<file path="config.mk">
export PLATFORM = sky130hd
export DESIGN_NAME = exc_pipe_tracker
export DESIGN_NICKNAME = d
export VERILOG_FILES = /design/src/rtl/exc_pipe_tracker.sv
export SDC_FILE = /design/constraint.sdc
export NUM_CORES = 1
export LEC_CHECK = 0
export CAP_MARGIN = 20
export CORE_ASPECT_RATIO = 1.75
export CORE_MARGIN = 5
export CORE_UTILIZATION = 35
export DETAILED_ROUTE_END_ITERATION = 10
export PLACE_DENSITY_LB_ADDON = 0.12
export RECOVER_POWER = 50
export SLEW_MARGIN = 10
export SYNTH_ARGS = -nofsm -noshare
export SYNTH_HDL_FRONTEND = slang
export SYNTH_SLANG_ARGS = --single-unit
</file>
<file path="constraint.sdc">
create_clock -name clk -period 2.8 [get_ports clk]
set_clock_uncertainty 0.1 [all_clocks]
set_input_delay 0.42 -clock clk [delete_from_list [all_inputs] [get_ports clk]]
set_output_delay 0.42 -clock clk [all_outputs]
set_load 0.1 [all_outputs]
</file>
<file path="src/rtl/exc_pipe_tracker.sv">
// Tracks exception state alongside each instruction through NUM_STAGES pipeline slots
// and issues one registered, precise exception request (plus pipeline flush) at commit.
module exc_pipe_tracker #(
    parameter int NUM_STAGES = 4,
    parameter int PC_W       = 32,
    parameter int CODE_W     = 5,
    parameter int NUM_IRQ    = 6
) (
    input  logic                         clk,
    input  logic                         reset,
    input  logic [PC_W-1:0]              pc_in,
    input  logic                         bd_in,
    input  logic [NUM_STAGES-1:0]        hold,
    input  logic                         flush,
    input  logic [NUM_STAGES-1:0]        exc_in,
    input  logic [NUM_STAGES*CODE_W-1:0] exc_code_in,
    input  logic [NUM_IRQ-1:0]           hw_int,
    input  logic [NUM_IRQ-1:0]           im,
    input  logic                         ie,
    input  logic                         exl,
    output logic                         exc_req,
    output logic [CODE_W-1:0]            exc_code_out,
    output logic [PC_W-1:0]              epc_out,
    output logic                         bd_out,
    output logic                         epc_we,
    output logic                         flush_out,
    output logic [NUM_STAGES-1:0]        slot_exc
);

    localparam int LAST = NUM_STAGES - 1;

    logic [NUM_STAGES-1:0] valid_q, valid_d;
    logic [NUM_STAGES-1:0] exc_q, exc_d;
    logic [NUM_STAGES-1:0] bd_q, bd_d;
    logic [CODE_W-1:0]     code_q [NUM_STAGES];
    logic [CODE_W-1:0]     code_d [NUM_STAGES];
    logic [PC_W-1:0]       pc_q [NUM_STAGES];
    logic [PC_W-1:0]       pc_d [NUM_STAGES];

    logic                  excReq_q;
    logic [CODE_W-1:0]     excCode_q;
    logic [PC_W-1:0]       epc_q;
    logic                  bdOut_q;
    logic                  epcWe_q;

    logic [NUM_STAGES-1:0] held;
    logic [NUM_STAGES-1:0] effExc;
    logic [CODE_W-1:0]     effCode [NUM_STAGES];
    logic                  intPend;
    logic                  excReqNext;
    logic [PC_W-1:0]       commitEpc;

    // A stall in any later slot freezes every earlier slot, so holds are widened to a prefix.
    always_comb begin
        held = '0;
        for (int k = 0; k < NUM_STAGES; k++) begin
            held[k] = |(hold >> k);
        end
    end

    // An exception already carried by a slot is older than any new raise and wins.
    always_comb begin
        effExc = valid_q & (exc_q | exc_in);
        for (int k = 0; k < NUM_STAGES; k++) begin
            effCode[k] = exc_q[k] ? code_q[k] : exc_code_in[k*CODE_W +: CODE_W];
        end
    end

    assign intPend    = (|(hw_int & im)) & ie & ~exl;
    assign excReqNext = valid_q[LAST] & (intPend | effExc[LAST]) & ~flush;
    assign commitEpc  = bd_q[LAST] ? (pc_q[LAST] - PC_W'(4)) : pc_q[LAST];

    always_comb begin
        valid_d = valid_q;
        exc_d   = exc_q;
        bd_d    = bd_q;
        for (int k = 0; k < NUM_STAGES; k++) begin
            code_d[k] = code_q[k];
            pc_d[k]   = pc_q[k];
        end

        if (flush || excReqNext) begin
            valid_d = '0;
            exc_d   = '0;
        end else begin
            if (held[0]) begin
                exc_d[0]  = effExc[0];
                code_d[0] = effCode[0];
            end else begin
                valid_d[0] = 1'b1;
                exc_d[0]   = 1'b0;
                pc_d[0]    = pc_in;
                bd_d[0]    = bd_in;
            end

            // A slot whose predecessor is frozen receives a bubble instead of a duplicate.
            for (int k = 1; k < NUM_STAGES; k++) begin
                if (held[k]) begin
                    exc_d[k]  = effExc[k];
                    code_d[k] = effCode[k];
                end else if (held[k-1]) begin
                    valid_d[k] = 1'b0;
                    exc_d[k]   = 1'b0;
                end else begin
                    valid_d[k] = valid_q[k-1];
                    exc_d[k]   = effExc[k-1];
                    code_d[k]  = effCode[k-1];
                    pc_d[k]    = pc_q[k-1];
                    bd_d[k]    = bd_q[k-1];
                end
            end
        end
    end

    always_ff @(posedge clk or negedge reset) begin
        if (!reset) begin
            valid_q <= '0;
            exc_q   <= '0;
            bd_q    <= '0;
            for (int k = 0; k < NUM_STAGES; k++) begin
                code_q[k] <= '0;
                pc_q[k]   <= '0;
            end
        end else begin
            valid_q <= valid_d;
            exc_q   <= exc_d;
            bd_q    <= bd_d;
            for (int k = 0; k < NUM_STAGES; k++) begin
                code_q[k] <= code_d[k];
                pc_q[k]   <= pc_d[k];
            end
        end
    end

    // Cause, EPC and BD keep their last captured values between requests.
    always_ff @(posedge clk or negedge reset) begin
        if (!reset) begin
            excReq_q  <= 1'b0;
            excCode_q <= '0;
            epc_q     <= '0;
            bdOut_q   <= 1'b0;
            epcWe_q   <= 1'b0;
        end else begin
            excReq_q <= excReqNext;
            epcWe_q  <= excReqNext & ~exl;
            if (excReqNext) begin
                excCode_q <= intPend ? '0 : effCode[LAST];
                epc_q     <= commitEpc;
                bdOut_q   <= bd_q[LAST];
            end
        end
    end

    assign exc_req      = excReq_q;
    assign exc_code_out = excCode_q;
    assign epc_out      = epc_q;
    assign bd_out       = bdOut_q;
    assign epc_we       = epcWe_q;
    assign flush_out    = excReq_q | flush;
    assign slot_exc     = valid_q & exc_q;

endmodule
</file>
# ---- After elaboration in Yosys (flattened, before gate mapping)
# Cells that the tools add are included.
dict set report classes {
  div_mod_pow 0
  shifts 0
  n_eq_ne 7
  add_sub_neg 1
  reduce_logical 13
  n_bitwise 18
  mul 0
  muxes 28
  order_cmp 0
}
# op n
set op_table {}
lappend op_table {{2-to-1 mux 5 bit} 11}
lappend op_table {{2-to-1 mux 32 bit} 1}
lappend op_table {{subtractor 32 x 3 -> 32 bit (second input constant)} 1}
lappend op_table {{2-to-1 mux 1 bit} 14}
lappend op_table {{!= test 2 x 1 -> 1 bit (second input constant)} 6}
lappend op_table {{AND reduction 2 bit} 5}
lappend op_table {{AND reduction 3 bit} 3}
lappend op_table {{bitwise AND 4 bit} 2}
lappend op_table {{2-to-1 mux 4 bit} 2}
lappend op_table {{inverter 1 bit} 7}
lappend op_table {{bitwise AND 6 bit} 1}
lappend op_table {{OR reduction 6 bit} 1}
lappend op_table {{bitwise AND 1 bit} 5}
lappend op_table {{bitwise OR 4 bit} 1}
lappend op_table {{OR reduction 4 bit} 1}
lappend op_table {{OR reduction 3 bit} 1}
lappend op_table {{!= test 2 bit (second input constant)} 1}
lappend op_table {{bitwise OR 1 bit} 2}
lappend op_table {{OR reduction 2 bit} 1}
lappend op_table {{logical OR 1 bit} 1}
dict set report totals {
  rom_bits 0
  out_inout_bits 45
  ram_bits 0
  mem_count 0
  ff_bits 200
  latch_bits 0
}

# ---- Longest topological paths before layout
# Gate-level depths: netlist of run 1.
dict set report logic_depth {
  ltp_word 10
  ltp_mapped 8
}

# ---- Worst setup path after synthesis of run 1
# OpenSTA, ideal clock, no wires.
dict set report synth_path {
  path_kind {input to register}
  startpoint {input hold[3]}
  endpoint {register bd_q[0]}
  setup_slack_ns 0.537
  arrival_time_ns 2.038
  cell_stages 8
  setup_time_ns 0.125
  path_cell_list {clkbuf_1 nor3_1 nand2b_1 clkbuf_1 nor2_1 buf_2 buf_6 mux2_2}
}
dict set report synth_via {
  elab_chain_cells 3
}
# item line_no
set synth_lines {}
lappend synth_lines {{start, declared} 13} ;# input logic [NUM_STAGES-1:0] hold,
lappend synth_lines {{OR reduction 4 bit} 57} ;# held[k] = |(hold >> k);
lappend synth_lines {{inverter 1 bit (no source line)} n/a}
lappend synth_lines {{AND reduction 2 bit (no source line)} n/a}
lappend synth_lines {{end signal, assigned} 119} ;# bd_q <= '0;
lappend synth_lines {{end signal, assigned} 127} ;# bd_q <= bd_d;
lappend synth_lines {{end, declared} 34} ;# logic [NUM_STAGES-1:0] bd_q, bd_d;
# Every way passes these cells.
# A chain may end at the register's enable or synchronous reset.

# ---- Worst setup path after layout of run 1
dict set report layout_path {
  startpoint {input exc_in[3]}
  endpoint {register pc_q[0] in the netlist's numbering}
}
dict set report layout_via {
  elab_chain_cells 8
}
# item line_no
set layout_lines {}
lappend layout_lines {{start, declared} 15} ;# input logic [NUM_STAGES-1:0] exc_in,
lappend layout_lines {{bitwise OR 4 bit} 63} ;# effExc = valid_q & (exc_q | exc_in);
lappend layout_lines {{bitwise AND 4 bit} 63}
lappend layout_lines {{bitwise OR 1 bit} 70} ;# assign excReqNext = valid_q[LAST] & (intPend | effExc[LAST]) & ~flush;
lappend layout_lines {{bitwise AND 1 bit (2 in a row)} 70}
lappend layout_lines {{logical OR 1 bit} 82} ;# if (flush || excReqNext) begin
lappend layout_lines {{inverter 1 bit (no source line)} n/a}
lappend layout_lines {{AND reduction 3 bit (no source line)} n/a}
lappend layout_lines {{end signal, assigned by index} 130} ;# pc_q[k] <= pc_d[k];
lappend layout_lines {{end, declared} 37} ;# logic [PC_W-1:0] pc_q [NUM_STAGES];
# Every way passes these cells.

==> out/qor.txt, run 1 <==
Synth Flop Type -> dfrtp_1
initial antenna violation count -> 0
Final Hold Viols -> 0
Core Region -> 23930 um2
Synth Cell Area -> 8491 um2
ys async rst share -> 100.0%
Worst EP required -> 3.02 ns
Non-Filler Instances -> 1095
clk root buf -> clkbuf_16
maximum fanout along the worst path -> 33
area delta synth->final -> 23.95%
Die Ht -> 216.0 um
layout cells sized above 1 -> 28.72%
placed inst area -> 10080 um2
cts repair resizes -> 0
CTS Buf Count -> 17
Gate Count Post-Synth -> 650
syn_nets -> 729
final worst path period share -> 84.10%
Worst-Margin Slew -> 1.213 ns
Cells after DPL -> 1066
fin util -> 43.98%
Synth top area share -> 58.94%
DR pass1 iterations -> 5
H-tree level count -> 4
Synth Register Bits -> 200
clk sink count -> 200
clk slew on worst S/H paths -> 0.06 ns
DRC -> 0
die area -> 27600 um2
leading area contributor after synthesis -> dfrtp_1
Detailed Route Iter0 Violations -> 213
top cells by count, synth -> 200 x dfrtp_1, 143 x mux2_2, 42 x nand2_1, 34 x o21ai_0, 33 x nor2_1
DRT Wirelength -> 18810 um
routed length per placed instance -> 17.18 um
Total Routing Usage GR -> 14.39%
row count -> 75
ANT nets after route -> 0
Largest stage delay, worst path -> 0.46 ns
first-pass GRT wire length -> 30930 um
postcts setup bufs -> 0
Netlist cell types -> 48
Pins Over Slew Limit -> 0
post-route cell area -> 10520 um2
Max Clk Rate -> 424.7 MHz
CP startpoint kind -> input pin
Vias -> 5342
DP HPWL -> 13630 um
crit path cell chain -> clkdlybuf4s50_1 -> o41ai_1 -> a21oi_1 -> buf_12 -> nor3_4 -> buf_12 -> mux2_2
largest net degree at the start of global routing -> 70
Port Buffers -> 122
CP max stage cell -> clkdlybuf4s50_1
most frequent cell after synthesis -> dfrtp_1
Setup crit end kind -> flip-flop
Area contributors post-synth -> dfrtp_1 59%, mux2_2 19%, xnor2_1 2.4%
CTS tree -> yes
fin crit period -> 2.355 ns
RSZ-0062 raised after global routing -> no
status -> finished clean
critical path type -> input pin to flip-flop
Clk Latency, worst-skew pair -> 0.44 ns
Ant. Diodes -> 0
syn_area_per_cell -> 13.06 um2
worst hold path class -> flip-flop to flip-flop
cts hold-fix bufs -> 1
Die Width -> 127.7 um
Post-synth EDFFs -> 0
Slew headroom -> 19.45%
crit path DAT -> 2.57 ns
Final #Nets -> 857
final-layout fill cell count -> 2268
gp weighted congestion -> 0.7919
# IOs -> 123
Peak VDD IR -> 462.3 uV
pwr dens -> 764.1 nW/um2
grt ovf -> 0
initial core utilization -> 35.48%
Yosys warning count -> 0
vias in the first global route -> 5844
CTS Buffer Depth -> 2
post-synthesis sequential area ratio -> 58.94%
final setup vio count -> 0
vias per cell -> 4.879
CP most frequent cell -> buf_12
Pleak -> 4.545 nW
Max-Cap Viols -> 0
TNS Setup -> 0 ns
## final timing paths
kind	start	endpoint	slack (ns)	depth (start not counted)
worst max-delay path	exc_in[3]	pc_q[0]	0.45	7
worst min-delay path	epc_out[2]	epc_out[2]	0.38	2
worst max register to register	exc_q[3]	pc_q[0]	0.45	6
worst min register to register	epc_out[2]	epc_out[2]	0.38	2
max in group asynchronous	reset	pc_q[21]	0.57	3
min in group asynchronous	reset	pc_q[122]	0.45	2
## placed cells by master (no fill, tap or decap), types with 10 or more instances in the layout
cell type	instances
mux2i_1	15
clkbuf_1	27
clkbuf_16	17
buf_4	35
clkdlybuf4s50_1	76
nor3_1	13
xnor2_1	23
mux2_2	143
a21oi_1	15
nand2_1	42
o21ai_0	34
dfrtp_1	200
or3_1	10
nor2_1	31
## layer usage
layer / wire (um) / up-vias / track usage (%)
li1: - / 2542 / -
met1: 7593 / 2646 / 16.68
met2: 9836 / 126 / 24.69
met3: 901 / 28 / 4.231
met4: 476 / 0 / 5.772
met5: 0 / - / 0
## flip-flops by register name, summed over array words and instances, names as in the netlist
name / flops
exc_q: 4
epc_out: 32
valid_q: 4
epc_we: 1
code_q: 20
exc_code_out: 5
pc_q: 128
exc_req: 1
bd_q: 4
bd_out: 1
## worst max-delay path: cells and delay by family
family                 cells  cell delay (ns)
and+or+nand+nor            1             0.15
muxes                      1             0.36
AOI/OAI and AO/OA          2             0.68
buffers and inverters      3             0.94
## logic make-up (layout without fill, tap and decap cells)
logic type / Yosys count / in the layout / synth area share [%]
compound gates: 89 / 89 / 6.454
xor+xnor: 28 / 28 / 2.888
fa+ha+maj: 1 / 1 / 0.1473
buf+inv: 39 / 176 / 2.416
flops: 200 / 200 / 58.94
mux: 158 / 158 / 20.73
simple gates: 135 / 135 / 8.414
## cell type report
type	instances	area, um2	area share [%]
tap	308	385.4	3.662
multi-input combinational	411	3303	31.39
clock inverter	4	70.07	0.6658
clock buffer	24	481.7	4.577
inverter	4	15.01	0.1427
timing repair buffer	144	1264	12.01
sequential	200	5005	47.56
## stage by stage
stage                     setup slack (ns)  hold slack, ns  total power, mW
after floorplan                     0.5367         0.02441            5.183
after global placement             0.07039          0.3676            5.691
after detailed placement           0.03714          0.3733            5.784
after CTS                           0.4337          0.3886            8.201
after global routing                0.1785          0.4074            8.533
final                               0.4451          0.3794            8.042
## power breakdown
group | switching [mW] | internal [mW] | leakage, nW | total (mW)
clock network | 0.997 | 1.36 | 0.272 | 2.36
registers | 0.498 | 3.58 | 2.59 | 4.08
logic | 0.665 | 0.934 | 1.68 | 1.60
(Power assumes the default switching activity.)
==> run 2, diff against run 1 <==
- clock period: 2.8 -> 2.25 ns (I/O delays scaled with it)
==> run 2 against run 1 <==
Utilization increased by 2.2 points. Sequential cell count unchanged. Clock power increased by 36%. Wire length increased by 3.7%. Setup slack got worse by 0.42 ns.
==> out/qor.txt, run 2 (same netlist as run 1, synthesis figures left out) <==
status -> finished clean
most common library cell in the layout ignoring fill and taps -> dfrtp_1
first-pass GRT wire length -> 31620 um
share of power burned in registers -> 48.0%
Detailed Route Iter0 Violations -> 280
row count -> 75
Pins Over Slew Limit -> 0
initial antenna violation count -> 0
fin crit period -> 2.223 ns
placed inst area -> 10400 um2
ANT nets after route -> 0
Cell Int Power -> 7.660 mW
Max-Cap Viols -> 0
DRT Wirelength -> 19510 um
layout cells sized above 1 -> 35.76%
CTS tree -> yes
met1 WL -> 7712 um
initial core utilization -> 35.48%
Sequential Area -> 5006 um2
Met3 Routed Length -> 880 um
clk slew on worst S/H paths -> 0.07 ns
routed length per placed instance -> 17.22 um
hold path cells -> 2
Setup crit start -> pc_q[14]
power share of the clock group -> 30.6%
Peak VDD IR -> 460.4 uV
reg2reg path depth -> 5
Pleak -> 4.872 nW
die area -> 27600 um2
post-route cell area -> 11040 um2
Total Routing Usage GR -> 14.57%
Port Buffers -> 122
vias per cell -> 4.932
final-layout fill cell count -> 2207
switching part of the total -> 26.86%
final worst path period share -> 98.79%
WP buf/inv -> 0
CP startpoint kind -> flip-flop
maximum fanout along the worst path -> 9
Clk Latency, worst-skew pair -> 0.44 ns
area delta synth->final -> 30.02%
Pwr Total -> 10.47 mW
Slew headroom -> 10.25%
crit path cell chain -> or3_4 -> or4b_4 -> nor4_4 -> xnor2_1 -> o21ai_1
Cells after DPL -> 1100
RSZ-0062 raised after global routing -> yes
DRC -> 0
critical path type -> flip-flop to flip-flop
grt ovf -> 0
H-tree level count -> 4
CTS Buf Count -> 17
setup slack, reg-to-reg -> 0.03 ns
# IOs -> 123
Comb pwr share -> 21.4%
Worst-Margin Slew -> 1.346 ns
Worst Setup Slack, final -> 0.02723 ns
switching pwr -> 2.813 mW
met2 WL -> 10200 um
Final #Nets -> 893
worst hold path class -> input pin to flip-flop
DR pass1 iterations -> 4
clk root buf -> clkbuf_16
Final Hold Viols -> 0
DP HPWL -> 14330 um
pwr dens -> 948.7 nW/um2
HP Start -> exl
vias in the first global route -> 6098
Largest stage delay, worst path -> 0.66 ns
FF-to-FF End -> epc_out[31]
Ant. Diodes -> 0
CTS Buffer Depth -> 2
final setup vio count -> 0
Vias -> 5588
flip-flop count of the largest register after layout -> 128
highest metal used -> met4
critical path's top delay family -> simple AND/OR/NAND/NOR gates
clk sink count -> 200
pre-CTS setup slack -> -0.4350 ns
Max Clk Rate -> 449.9 MHz
multi-input logic area -> 3344 um2
Core Region -> 23930 um2
crit path DAT -> 2.45 ns
largest net degree at the start of global routing -> 51
Die Width -> 127.7 um
most frequent cells in the layout -> 199 x dfrtp_1, 143 x mux2_2, 76 x clkdlybuf4s50_1
CP max stage cell -> or4b_4
Worst EP required -> 2.48 ns
hold path endpoint -> epc_we
gp weighted congestion -> 0.8270
Setup crit end kind -> flip-flop
Non-Filler Instances -> 1133
Reg with most FFs -> pc_q
Die Ht -> 216.0 um
RR Startpoint -> pc_q[14]
-- run 2: changes by cell type in the layout (fill, tap and decap cells not counted), sizes merged --
| cell | before | now |
|---|---|---|
| clkinv | 2 | 4 |
| clkbuf | 49 | 45 |
| clkinvlp | 0 | 1 |
| buf | 42 | 77 |
| inv | 4 | 6 |
| bufinv | 2 | 4 |
-- run 2: what timing repair did --
action / CTS / global route
pin swaps: 1 / 4
setup endpoints to repair: 69 / 71
hold buffers: 1 / 0
endpoints found under the hold margin: 45 / 0
resized for setup: 1 / 5
setup buffers: 0 / 1
gates cloned: 0 / 2
-- run 2: worst register-to-register path, stage by stage (launching register included) --
cell,delay [ns]
dfrtp_1,0.38
or3_4,0.39
or4b_4,0.66
nor4_4,0.33
xnor2_1,0.17
o21ai_1,0.08
-- run 2: cell type report --
cell class                 instances  area share [%]
sequential                       200           45.35
clock inverter                    11           1.564
clock buffer                      19           4.012
timing repair buffer             180           15.15
inverter                           4          0.1360
tap                              308           3.491
multi-input combinational        411           30.30
-- run 2: routing by layer --
metal,GRT usage [%],up-vias
li1,-,2634
met1,16.06,2771
met2,25.65,145
met3,3.711,38
met4,7.188,0
met5,0,-
-- run 2: how the worst max path moves through the flow --
stage | endpoint | slack [ns] | cells past startpoint
finish | epc_out[31] | 0.03 | 5
global route | epc_out[31] | -0.06 | 5
CTS | epc_out[31] | 0.007 | 5
detailed placement | code_q[17] | -0.43 | 8
global placement | code_q[18] | -0.43 | 8
floorplan | bd_q[0] | 0.007 | 7
-- run 2: metrics by stage --
| stage | setup TNS (ns) | hold WS (ns) | util, % |
|---|---|---|---|
| 3_5_place_dp | -47.65 | 0.2286 | 43.46 |
| 6_report | 0 | 0.3805 | 46.13 |
| 5_1_grt | -1.108 | 0.3731 | 46.13 |
| 4_1_cts | 0 | 0.3088 | 46.11 |
| 2_1_floorplan | 0 | -0.05809 | - |
| 3_3_place_gp | -45.63 | 0.2227 | 43.46 |
-- run 2: power groups by stage --
stage,logic (mW),clock network [mW],registers (mW)
detailed placement,2.25,0,5.12
finish,2.24,3.21,5.03
global placement,2.18,0,5.08
floorplan,1.54,0,4.91
global route,2.49,3.44,5.16
CTS,2.26,3.32,5.05
